File: src/rtl/fp_mult_seq_pkg.sv
// Shared types and constants for the sequential binary32 multiplier.
//   round_t : rounding mode carried alongside the operands
//   state_t : control FSM encoding
//   round_inc() : rounding-increment decision for one mantissa
package fp_mult_seq_pkg;

   localparam int MANT_W   = 24;
   localparam int PROD_W   = 2 * MANT_W;
   localparam int EXP_BIAS = 127;
   localparam int EXP_MAX  = 255;

   typedef enum logic [2:0] {
      IEEE_near = 3'd0,
      IEEE_zero = 3'd1,
      IEEE_pinf = 3'd2,
      IEEE_ninf = 3'd3,
      near_up   = 3'd4,
      away_zero = 3'd5
   } round_t;

   typedef enum logic [1:0] {
      ST_IDLE = 2'd0,
      ST_MULT = 2'd1,
      ST_NORM = 2'd2,
      ST_DONE = 2'd3
   } state_t;

   function automatic logic round_inc(input round_t rnd, input logic sign,
                                      input logic lsb, input logic guard,
                                      input logic sticky);
      logic inc;
      case (rnd)
         IEEE_near: inc = guard & (sticky | lsb);
         IEEE_zero: inc = 1'b0;
         IEEE_pinf: inc = (guard | sticky) & ~sign;
         IEEE_ninf: inc = (guard | sticky) & sign;
         near_up:   inc = (guard & ~sign) | (guard & sticky);
         away_zero: inc = guard | sticky;
         default:   inc = 1'b0;
      endcase
      return inc;
   endfunction

endpackage

File: src/rtl/fp_round_norm.sv
// Normalise/round stage for the binary32 multiplier (purely combinational).
//   prod_i     : 48-bit significand product
//   exp_sum_i  : signed biased exponent ea+eb-bias
//   sign_i     : result sign
//   rnd_i      : rounding mode
//   z_calc_o   : {sign, exp[7:0], frac[22:0]} after rounding
//   overflow_o / underflow_o : post-round exponent >= 255 / <= 0
//   inexact_o  : guard|sticky before rounding
module fp_round_norm
   import fp_mult_seq_pkg::*;
(
   input  logic [47:0]        prod_i,
   input  logic signed [9:0]  exp_sum_i,
   input  logic               sign_i,
   input  round_t             rnd_i,
   output logic [31:0]        z_calc_o,
   output logic               overflow_o,
   output logic               underflow_o,
   output logic               inexact_o
);

   logic [22:0]        mant;
   logic               guard;
   logic               sticky;
   logic               inc;
   logic [23:0]        mant_r;
   logic signed [9:0]  exp_n;
   logic signed [9:0]  exp_r;

   always_comb begin
      if (prod_i[47]) begin
         mant   = prod_i[46:24];
         guard  = prod_i[23];
         sticky = |prod_i[22:0];
         exp_n  = exp_sum_i + 10'sd1;
      end else begin
         mant   = prod_i[45:23];
         guard  = prod_i[22];
         sticky = |prod_i[21:0];
         exp_n  = exp_sum_i;
      end

      inc    = round_inc(rnd_i, sign_i, mant[0], guard, sticky);
      mant_r = {1'b0, mant} + {23'd0, inc};

      // A carry out of the 23-bit field leaves the low bits at zero already,
      // so only the exponent needs bumping.
      exp_r = mant_r[23] ? exp_n + 10'sd1 : exp_n;

      // Exponent field is truncated; the exception stage overrides on flags.
      z_calc_o    = {sign_i, exp_r[7:0], mant_r[22:0]};
      overflow_o  = (exp_r >= 10'sd255);
      underflow_o = (exp_r <= 10'sd0);
      inexact_o   = guard | sticky;
   end

endmodule

File: src/rtl/fp_mult_seq.sv
// Sequential binary32 multiplier: 24-cycle shift-add significand engine
// followed by one normalise/round cycle, with valid/ready on both sides.
//   clk, rst            : clock, async active-high reset
//   in_valid/in_ready   : operand handshake (a, b, rnd)
//   out_valid/out_ready : result handshake
//   a_q, b_q, rnd_q     : captured operands, forwarded to the exception stage
//   z_calc              : rounded result
//   overflow, underflow, inexact : result flags
//
// state   | meaning
// IDLE    | waiting for operands, in_ready=1
// MULT    | one shift-add iteration per cycle, 24 cycles
// NORM    | normalise, round, register result and flags
// DONE    | out_valid=1, outputs held until out_ready
module fp_mult_seq
   import fp_mult_seq_pkg::*;
#(
   parameter int MANT_W   = 24,
   parameter int EXP_BIAS = 127
) (
   input  logic        clk,
   input  logic        rst,
   input  logic        in_valid,
   output logic        in_ready,
   input  logic [31:0] a,
   input  logic [31:0] b,
   input  round_t      rnd,
   output logic        out_valid,
   input  logic        out_ready,
   output logic [31:0] a_q,
   output logic [31:0] b_q,
   output round_t      rnd_q,
   output logic [31:0] z_calc,
   output logic        overflow,
   output logic        underflow,
   output logic        inexact
);

   state_t                  state_q, state_d;
   logic [31:0]             a_d, b_d;
   round_t                  rnd_d;
   logic [MANT_W-1:0]       mcand_q, mcand_d;
   logic [MANT_W-1:0]       mplier_q, mplier_d;
   logic [2*MANT_W-1:0]     prod_q, prod_d;
   logic [4:0]              cnt_q, cnt_d;
   logic [31:0]             z_calc_q, z_calc_d;
   logic                    ovf_q, ovf_d;
   logic                    unf_q, unf_d;
   logic                    inx_q, inx_d;
   logic [MANT_W:0]         add_sum;

   logic [9:0]              exp_sum_u;
   logic [31:0]             rn_z;
   logic                    rn_ovf, rn_unf, rn_inx;

   assign exp_sum_u = {2'b00, a_q[30:23]} + {2'b00, b_q[30:23]} - 10'(EXP_BIAS);

   fp_round_norm u_round_norm (
      .prod_i      (prod_q),
      .exp_sum_i   ($signed(exp_sum_u)),
      .sign_i      (a_q[31] ^ b_q[31]),
      .rnd_i       (rnd_q),
      .z_calc_o    (rn_z),
      .overflow_o  (rn_ovf),
      .underflow_o (rn_unf),
      .inexact_o   (rn_inx)
   );

   always_comb begin
      state_d  = state_q;
      a_d      = a_q;
      b_d      = b_q;
      rnd_d    = rnd_q;
      mcand_d  = mcand_q;
      mplier_d = mplier_q;
      prod_d   = prod_q;
      cnt_d    = cnt_q;
      z_calc_d = z_calc_q;
      ovf_d    = ovf_q;
      unf_d    = unf_q;
      inx_d    = inx_q;
      add_sum  = '0;

      unique case (state_q)
         ST_IDLE: begin
            if (in_valid) begin
               a_d      = a;
               b_d      = b;
               rnd_d    = rnd;
               mcand_d  = {|a[30:23], a[22:0]};
               mplier_d = {|b[30:23], b[22:0]};
               prod_d   = '0;
               cnt_d    = '0;
               state_d  = ST_MULT;
            end
         end
         ST_MULT: begin
            // Add into the upper half, then shift the whole product right;
            // the add carry becomes the new MSB.
            add_sum  = {1'b0, prod_q[2*MANT_W-1:MANT_W]}
                     + (mplier_q[0] ? {1'b0, mcand_q} : '0);
            prod_d   = {add_sum, prod_q[MANT_W-1:1]};
            mplier_d = mplier_q >> 1;
            cnt_d    = cnt_q + 5'd1;
            if (cnt_q == 5'(MANT_W - 1)) begin
               state_d = ST_NORM;
            end
         end
         ST_NORM: begin
            z_calc_d = rn_z;
            ovf_d    = rn_ovf;
            unf_d    = rn_unf;
            inx_d    = rn_inx;
            state_d  = ST_DONE;
         end
         ST_DONE: begin
            if (out_ready) begin
               state_d = ST_IDLE;
            end
         end
         default: state_d = ST_IDLE;
      endcase
   end

   always_ff @(posedge clk or posedge rst) begin
      if (rst) begin
         state_q <= ST_IDLE;
      end else begin
         state_q <= state_d;
      end
   end

   always_ff @(posedge clk or posedge rst) begin
      if (rst) begin
         a_q      <= '0;
         b_q      <= '0;
         rnd_q    <= IEEE_near;
         mcand_q  <= '0;
         mplier_q <= '0;
         prod_q   <= '0;
         cnt_q    <= '0;
         z_calc_q <= '0;
         ovf_q    <= 1'b0;
         unf_q    <= 1'b0;
         inx_q    <= 1'b0;
      end else begin
         a_q      <= a_d;
         b_q      <= b_d;
         rnd_q    <= rnd_d;
         mcand_q  <= mcand_d;
         mplier_q <= mplier_d;
         prod_q   <= prod_d;
         cnt_q    <= cnt_d;
         z_calc_q <= z_calc_d;
         ovf_q    <= ovf_d;
         unf_q    <= unf_d;
         inx_q    <= inx_d;
      end
   end

   assign in_ready  = (state_q == ST_IDLE);
   assign out_valid = (state_q == ST_DONE);
   assign z_calc    = z_calc_q;
   assign overflow  = ovf_q;
   assign underflow = unf_q;
   assign inexact   = inx_q;

endmodule

File: config.mk
export PLATFORM = sky130hd
export DESIGN_NAME = fp_mult_seq
export DESIGN_NICKNAME = d
export VERILOG_FILES = /design/src/rtl/fp_mult_seq_pkg.sv /design/src/rtl/fp_round_norm.sv /design/src/rtl/fp_mult_seq.sv
export SDC_FILE = /design/constraint.sdc
export NUM_CORES = 1
export LEC_CHECK = 0
export ABC_AREA = 0
export CAP_MARGIN = 5
export CORE_MARGIN = 4
export CORE_UTILIZATION = 49
export DETAILED_ROUTE_END_ITERATION = 10
export GPL_TIMING_DRIVEN = 0
export PLACE_DENSITY_LB_ADDON = 0.15
export SLEW_MARGIN = 5
export SYNTH_ARGS = -nofsm -noshare
export SYNTH_HDL_FRONTEND = slang
export SYNTH_SLANG_ARGS = --single-unit
File: constraint.sdc
create_clock -name clk -period 7.2 [get_ports clk]
set_input_delay 2.16 -clock clk [delete_from_list [all_inputs] [get_ports clk]]
set_output_delay 2.16 -clock clk [all_outputs]
set_load 0.02 [all_outputs]
# After elaboration in Yosys (flattened, before gate mapping)
# Cells that the tools add are included.
[totals]
reg_bits = 205
inputBits = 71
output_inout_bits = 104
wordCells = 69
[classes]
n_addsub = 7
n_lt_le_gt_ge = 2
eq_ne = 11
mux = 17
bitwise_logic = 10
n_reduce_logical = 10
[op_table]
columns = ["op", "n"]
rows = [
  ["48-bit case mux with 2 select lines", 1],
  ["24-bit 2-to-1 mux", 2],
  ["48-bit 2-to-1 mux", 1],
  ["24-bit case mux with 2 select lines", 1],
  ["24-bit by 24-bit adder with 25-bit output", 1],
  ["23-bit by 1-bit adder with 24-bit output", 1],
  ["23-bit 2-to-1 mux", 1],
  ["23-bit OR reduction", 1],
  ["22-bit OR reduction", 1],
  ["10-bit by 2-bit adder with 10-bit output, second input constant", 2],
  ["10-bit 2-to-1 mux", 2],
  ["8-bit OR reduction", 2],
  ["10-bit by 9-bit >= comparator with 1-bit output, second input constant", 1],
  ["10-bit by 1-bit less-or-equal comparator with 1-bit output, second input constant", 1],
  ["5-bit case mux with 2 select lines", 1],
  ["9-bit by 7-bit subtractor with 10-bit output, second input constant", 1],
  ["8-bit by 8-bit adder with 9-bit output", 1],
  ["2-bit case mux with 4 select lines", 1],
  ["3-bit by 2-bit equality test with 1-bit output, second input constant", 2],
  ["3-bit equality test, second input constant", 2],
  ["2-bit 2-to-1 mux", 3],
  ["5-bit by 1-bit adder with 5-bit output, second input constant", 1],
  ["1-bit AND", 5],
  ["5-bit equality test, second input constant", 1],
  ["15 further kinds", 21],
]

# Longest topological paths before layout
[depth]
depth_word = 8
mapped_depth = 19
mapped_depth_nobuf = 16

# Cells and area by module
# From an unflattened synthesis, not the netlist that was laid out.
[hier_totals]
cells_unflattened = 1033
hier_area_um2 = 10785.3
[modules_own_cells]
columns = ["mod", "n_inst", "cells_each", "area_each_um2", "seq_area_each_um2"]
rows = [
  ["fp_mult_seq", 1, 764, 8976.1, 4554.4],
  ["fp_round_norm", 1, 269, 1809.2, 0.0],
]

# Least setup slack after synthesis
# Ideal clock, no wire load.
[synth_path]
kind = "reg-to-reg"
startpoint = "register prod_q[47]"
endpoint = "register unf_q (netlist: underflow)"
setup_ns = 0.065
t_arrival_ns = 4.331
required_ns = 7.135
setup_slack_ns = 2.804
path_stages_with_launch = 19
path_buffers = 4
synth_period_minus_slack_ns = 4.396
path_cell_list = "dfrtp_1 -> buf_6 -> buf_2 -> buf_1 -> mux2_2 -> a211oi_1 -> or3_1 -> a221oi_1 -> ha_1 -> and3_1 -> nand3_1 -> and4b_1 -> buf_4 -> nand2_4 -> nand4b_4 -> or4_1 -> xor2_1 -> nor4_1 -> o22a_1"
[synth_via]
elab_chain_cells = 7
word_cells_on_any_way = 17
cone_classes = "2 x add/sub; 1 x order compare; 6 x mux; 8 x bitwise"
[synth_rtl]
columns = ["element", "line", "text"]
rows = [
  ["start: declaration", "fp_mult_seq.sv:44", "logic [2*MANT_W-1:0] prod_q, prod_d;"],
  ["start signal: assignment", "fp_mult_seq.sv:152", "prod_q <= prod_d;"],
  ["1-bit 2-to-1 mux / 23-bit 2-to-1 mux (equally long branches)", "fp_round_norm.sv:31", "if (prod_i[47]) begin"],
  ["1-bit AND, or another cell as far along", "fp_mult_seq_pkg.sv:37", "near_up: inc = (guard & ~sign) | (guard & sticky);"],
  ["1-bit OR, or another cell as far along", "fp_mult_seq_pkg.sv:37", ""],
  ["1-bit case mux with 5 select lines", "fp_mult_seq_pkg.sv:32", "case (rnd)"],
  ["23-bit by 1-bit adder with 24-bit output", "fp_round_norm.sv:44", "mant_r = {1'b0, mant} + {23'd0, inc};"],
  ["10-bit 2-to-1 mux (*)", "fp_round_norm.sv:48", "exp_r = mant_r[23] ? exp_n + 10'sd1 : exp_n;"],
  ["10-bit by 1-bit less-or-equal comparator with 1-bit output (*)", "fp_round_norm.sv:53", "underflow_o = (exp_r <= 10'sd0);"],
  ["end signal: assignment", "fp_mult_seq.sv:156", "unf_q <= unf_d;"],
  ["end: declaration", "fp_mult_seq.sv:48", "logic unf_q, unf_d;"],
]
# Every way passes the cells marked *; elsewhere a longest branch is shown, timed or not.
# A chain may end at the register's enable or synchronous reset.

# Final worst setup path
# Same ends and word-level chain as after synthesis.

==> results.yml <==
route:
  viasPerCell: 5.51
  first_pass_iters: 5
  detail-route-antenna-nets: 0
  vias: 8129
  detail_route.drc_violations: 0
  route.detailed.wl_per_inst_um: 17.3
  first_iter_violations: 432
  wl_um: 25500
power_and_ir_drop:
  p_switching_mw: 2.88
  pwr_density_cell_nw_per_um2: 495
  total_leakage_power_nw: 5.69
  clockPowerShare_pct: 14.8
  switching_share_pct: 44.1
  power.combinational.fraction_pct: 58.1
  cell_internal_pwr_mw: 3.64
  peak_supply_drop_mv: 0.232
  pwr-share-seq_pct: 27.2
timing:
  worst_slew_pin_slew_ns: 0.965
  setup-tns-final_ns: 0
  rsz0062_at_grt: "no"
  layout_worst_path_cycle_share_pct: 73.1
  worst_skew_ns: 0.0138
  timing_hold_violations_final: 0
  slew_headroom_pct: 35.6
  fin_crit_ns: 5.26
  finalSetupViolCount: 0
  max_clock_freq_ghz: 0.190
  post-route-worst-setup-slack_ns: 1.94
  slew_viol_final: 0
layout:
  post_route_cells_drive_above_1_share_pct: 13.8
  flow.area_growth_from_synthesis_pct: 26.3
  fillers: 1792
  num-nets-final: 1309
  diodes: 0
global_routing:
  pin_count_of_the_biggest_net_entering_global_routing: 108
  via_count_of_the_first_global_routing_pass: 8157
  global_route.usage.total_pct: 21.7
  globalRouteOverflowTotal: 0
  grt_antenna_before_repair: 0
  grt_first_pass_wirelength_um: 41900
cts:
  cts.root.buffer_cell: "sky130_fd_sc_hd__clkbuf_16"
  cts-root-to-sink-buffers: 2
  cts.sink_count: 182
  ctsResizeCount: 0
  cts-buffers-inserted: 17
  cts.reportedPaths.clkPinSlew_ns: 0.09
  postCtsSetupRepairBufs: 0
  clock_insertion_delay_worst_skew_ns: 0.44
  ctsHtreeMaxLevel: 4
  cts_hold_buf: 0
  clock_tree_from_tritoncts: "yes"
yosys:
  syn-num-nets: 1115
  synth_seq_area_share_pct: 43.6
  ys.flop_type: "sky130_fd_sc_hd__dfrtp_1"
  synth.cell_area_um2: 10400
  synthesis.instances: 994
  synth-edff-count: 0
  yosysUniqueCellTypes: 74
  synth.area.top_cells: "sky130_fd_sc_hd__dfrtp_1, sky130_fd_sc_hd__mux2_2, sky130_fd_sc_hd__ha_1"
  async_flop_share_pct: 100
  ys_ff_latch: 182
  synth_warnings: 0
  synth.largest_area_cell: "sky130_fd_sc_hd__dfrtp_1"
  synth_area_per_cell_um2: 10.5
  synth_top_area_share_pct: 43.6
setup_path:
  crit_arrival_ns: 5.64
  endpoint_type_of_the_worst_setup_path: "flip-flop"
  cp_max_fo: 10
  timing.critical_path.slowest_stage_cell: "sky130_fd_sc_hd__buf_1"
  regToRegSetupSlack_ns: 1.94
  regToRegEndpoint: "underflow"
  path_cells: "buf_6 > buf_2 > buf_1 > clkbuf_1 > a211oi_1 > nand2_1 > nor2_1 > a221oi_1 > ha_1 > and3_1 > nand3_1 > and4b_1 > buf_4 > nand2_4 > nand4b_4 > or4_1 > xor2_1 > nor4_1 > o22a_1"
  cpLargestDelayFamily: "simple AND/OR/NAND/NOR gates"
  crit_buf_inv: 5
  element_type_at_the_critical_path_start: "flip-flop"
  cpPeakStageDelay_ns: 0.61
  r2r-start: "prod_q[47]"
  critPathKind: "reg -> reg"
  critPathRequiredTime_ns: 7.58
  worst_r2r_path_cells: 19
hold_path:
  hp-class: "reg -> reg"
  hold_path_depth: 2
  timing.hold.worst.start: "mplier_q[11]"
  min_delay_worst_endpoint: "mplier_q[11]"
floorplanning:
  die_y_um: 154
  row_count: 53
  coreArea_um2: 21000
  io_pins: 175
  chip_width_um: 154
  die_area_um2: 23700
  initial_utilization_pct: 49.8
place:
  gpl.final_weighted_congestion: 0.886
  pre_cts_setup_slack_ns: 1.97
  io_buffers: 174
  detailedPlacementHpwl_um: 19100
status:
  status: "finished clean"
job:
  drv.max_cap_violation_count: 0
==> synth_stat cells, types with 13 or more instances <==
master,count
sky130_fd_sc_hd__nand2_1,85
sky130_fd_sc_hd__clkbuf_1,28
sky130_fd_sc_hd__a21oi_1,29
sky130_fd_sc_hd__and2_1,27
sky130_fd_sc_hd__xor2_1,27
sky130_fd_sc_hd__xnor2_1,39
sky130_fd_sc_hd__mux2i_1,43
sky130_fd_sc_hd__buf_4,25
sky130_fd_sc_hd__mux2_2,89
sky130_fd_sc_hd__ha_1,48
sky130_fd_sc_hd__dfrtp_1,182
sky130_fd_sc_hd__inv_1,37
sky130_fd_sc_hd__nand3_1,31
sky130_fd_sc_hd__a22o_1,29
sky130_fd_sc_hd__buf_1,13
sky130_fd_sc_hd__o21ai_0,64
sky130_fd_sc_hd__nor2_1,33
==> final cells by class <==
class | instances | area [um^2] | area share (%)
tap | 275 | 344 | 2.61
inverter | 37 | 146 | 1.11
buffer | 72 | 378 | 2.87
multi-input combinational | 703 | 5370 | 40.7
sequential | 182 | 4550 | 34.6
clock inverter | 15 | 195 | 1.48
clock buffer | 17 | 425 | 3.23
timing repair buffer | 175 | 1770 | 13.4
==> cell families (layout without fill, tap and decap cells) <==
family                     Yosys count  after routing  share of synthesized area (%)
xor gates and xnor gates            68             68                           5.96
and+or+nand+nor                    248            248                           12.2
AOI/OAI and AO/OA                  203            203                           13.2
DFF                                182            182                           43.6
buffers and inverters              109            316                           4.95
adders and majority gates           50             50                           6.14
muxes                              134            134                           14.0
==> state kept, by name (all words and copies together) (netlist names) <==
name	count
inexact	1
mplier_q	24
overflow	1
a_q	32
underflow	1
prod_q	48
b_q	32
state_q	2
z_calc	32
mcand_q	1
rnd_q	3
cnt_q	5
==> through the flow <==
stage                     std cells  utilization [%]  total power [mW]  hold slack [ns]  area (um^2)
final                          1476             62.9              6.52            0.487        13200
after global routing           1476             62.9              7.00            0.516        13200
after CTS                      1476             62.9              6.55            0.490        13200
after detailed placement       1444             59.9              5.57            0.470        12600
after global placement         1443             59.8              5.49            0.462        12500
after floorplan                 994                -              4.30            0.441        10400
==> power groups by stage <==
| stage | Clock, mW | Combinational, mW | Sequential, mW |
|---|---|---|---|
| 6_report | 0.964 | 3.79 | 1.77 |
| 5_1_grt | 1.02 | 4.14 | 1.83 |
| 2_1_floorplan | 0 | 2.34 | 1.96 |
| 4_1_cts | 0.981 | 3.80 | 1.77 |
| 3_3_place_gp | 0 | 3.71 | 1.77 |
| 3_5_place_dp | 0 | 3.78 | 1.79 |
==> per-layer routing <==
layer / vias to the layer above / GRT usage, % / part of all wire [%]
li1: 3938 / - / -
met1: 3951 / 31.1 / 48
met2: 215 / 33.8 / 45
met3: 25 / 4.53 / 5.2
met4: 0 / 5.80 / 1.3
met5: - / 0 / 0
==> layout by cell type (no fill, tap or decap), drive strengths merged, types with 3 or more instances in the layout <==
cell,n
a211oi,8
a21boi,3
a21o,9
a21oi,30
a22o,29
a31oi,3
a32o,5
and2,27
and3,3
buf,45
clkbuf,45
clkdlybuf4s50,174
clkinv,7
dfrtp,182
ha,48
inv,44
mux2,90
mux2i,44
nand2,86
nand2b,9
nand3,32
nand4,8
nand4b,4
nor2,33
nor2b,5
nor3,8
nor3b,3
nor4,11
nor4b,3
o211ai,7
o21a,3
o21ai,71
o21bai,5
o31ai,6
or3,10
xnor2,40
xor2,28
==> worst reg2reg max path, stage by stage (launching register included) <==
cell and delay [ns]:
sky130_fd_sc_hd__dfrtp_1 0.38, sky130_fd_sc_hd__buf_6 0.18, sky130_fd_sc_hd__buf_2 0.28, sky130_fd_sc_hd__buf_1 0.61
sky130_fd_sc_hd__clkbuf_1 0.57, sky130_fd_sc_hd__a211oi_1 0.15, sky130_fd_sc_hd__nand2_1 0.09, sky130_fd_sc_hd__nor2_1 0.05
sky130_fd_sc_hd__a221oi_1 0.26, sky130_fd_sc_hd__ha_1 0.29, sky130_fd_sc_hd__and3_1 0.24, sky130_fd_sc_hd__nand3_1 0.23
sky130_fd_sc_hd__and4b_1 0.34, sky130_fd_sc_hd__buf_4 0.15, sky130_fd_sc_hd__nand2_4 0.09, sky130_fd_sc_hd__nand4b_4 0.20
sky130_fd_sc_hd__or4_1 0.55, sky130_fd_sc_hd__xor2_1 0.17, sky130_fd_sc_hd__nor4_1 0.23, sky130_fd_sc_hd__o22a_1 0.15
==> worst max-delay path by stage <==
stage | startpoint | to | cells past startpoint
after floorplan | rst | a_q[0] | 1
after global placement | rst | b_q[26] | 2
after detailed placement | prod_q[47] | underflow | 19
after CTS | prod_q[47] | underflow | 19
after global routing | prod_q[47] | underflow | 19
final | prod_q[47] | underflow | 19
No activity file was read; power rests on OpenSTA's default activity.
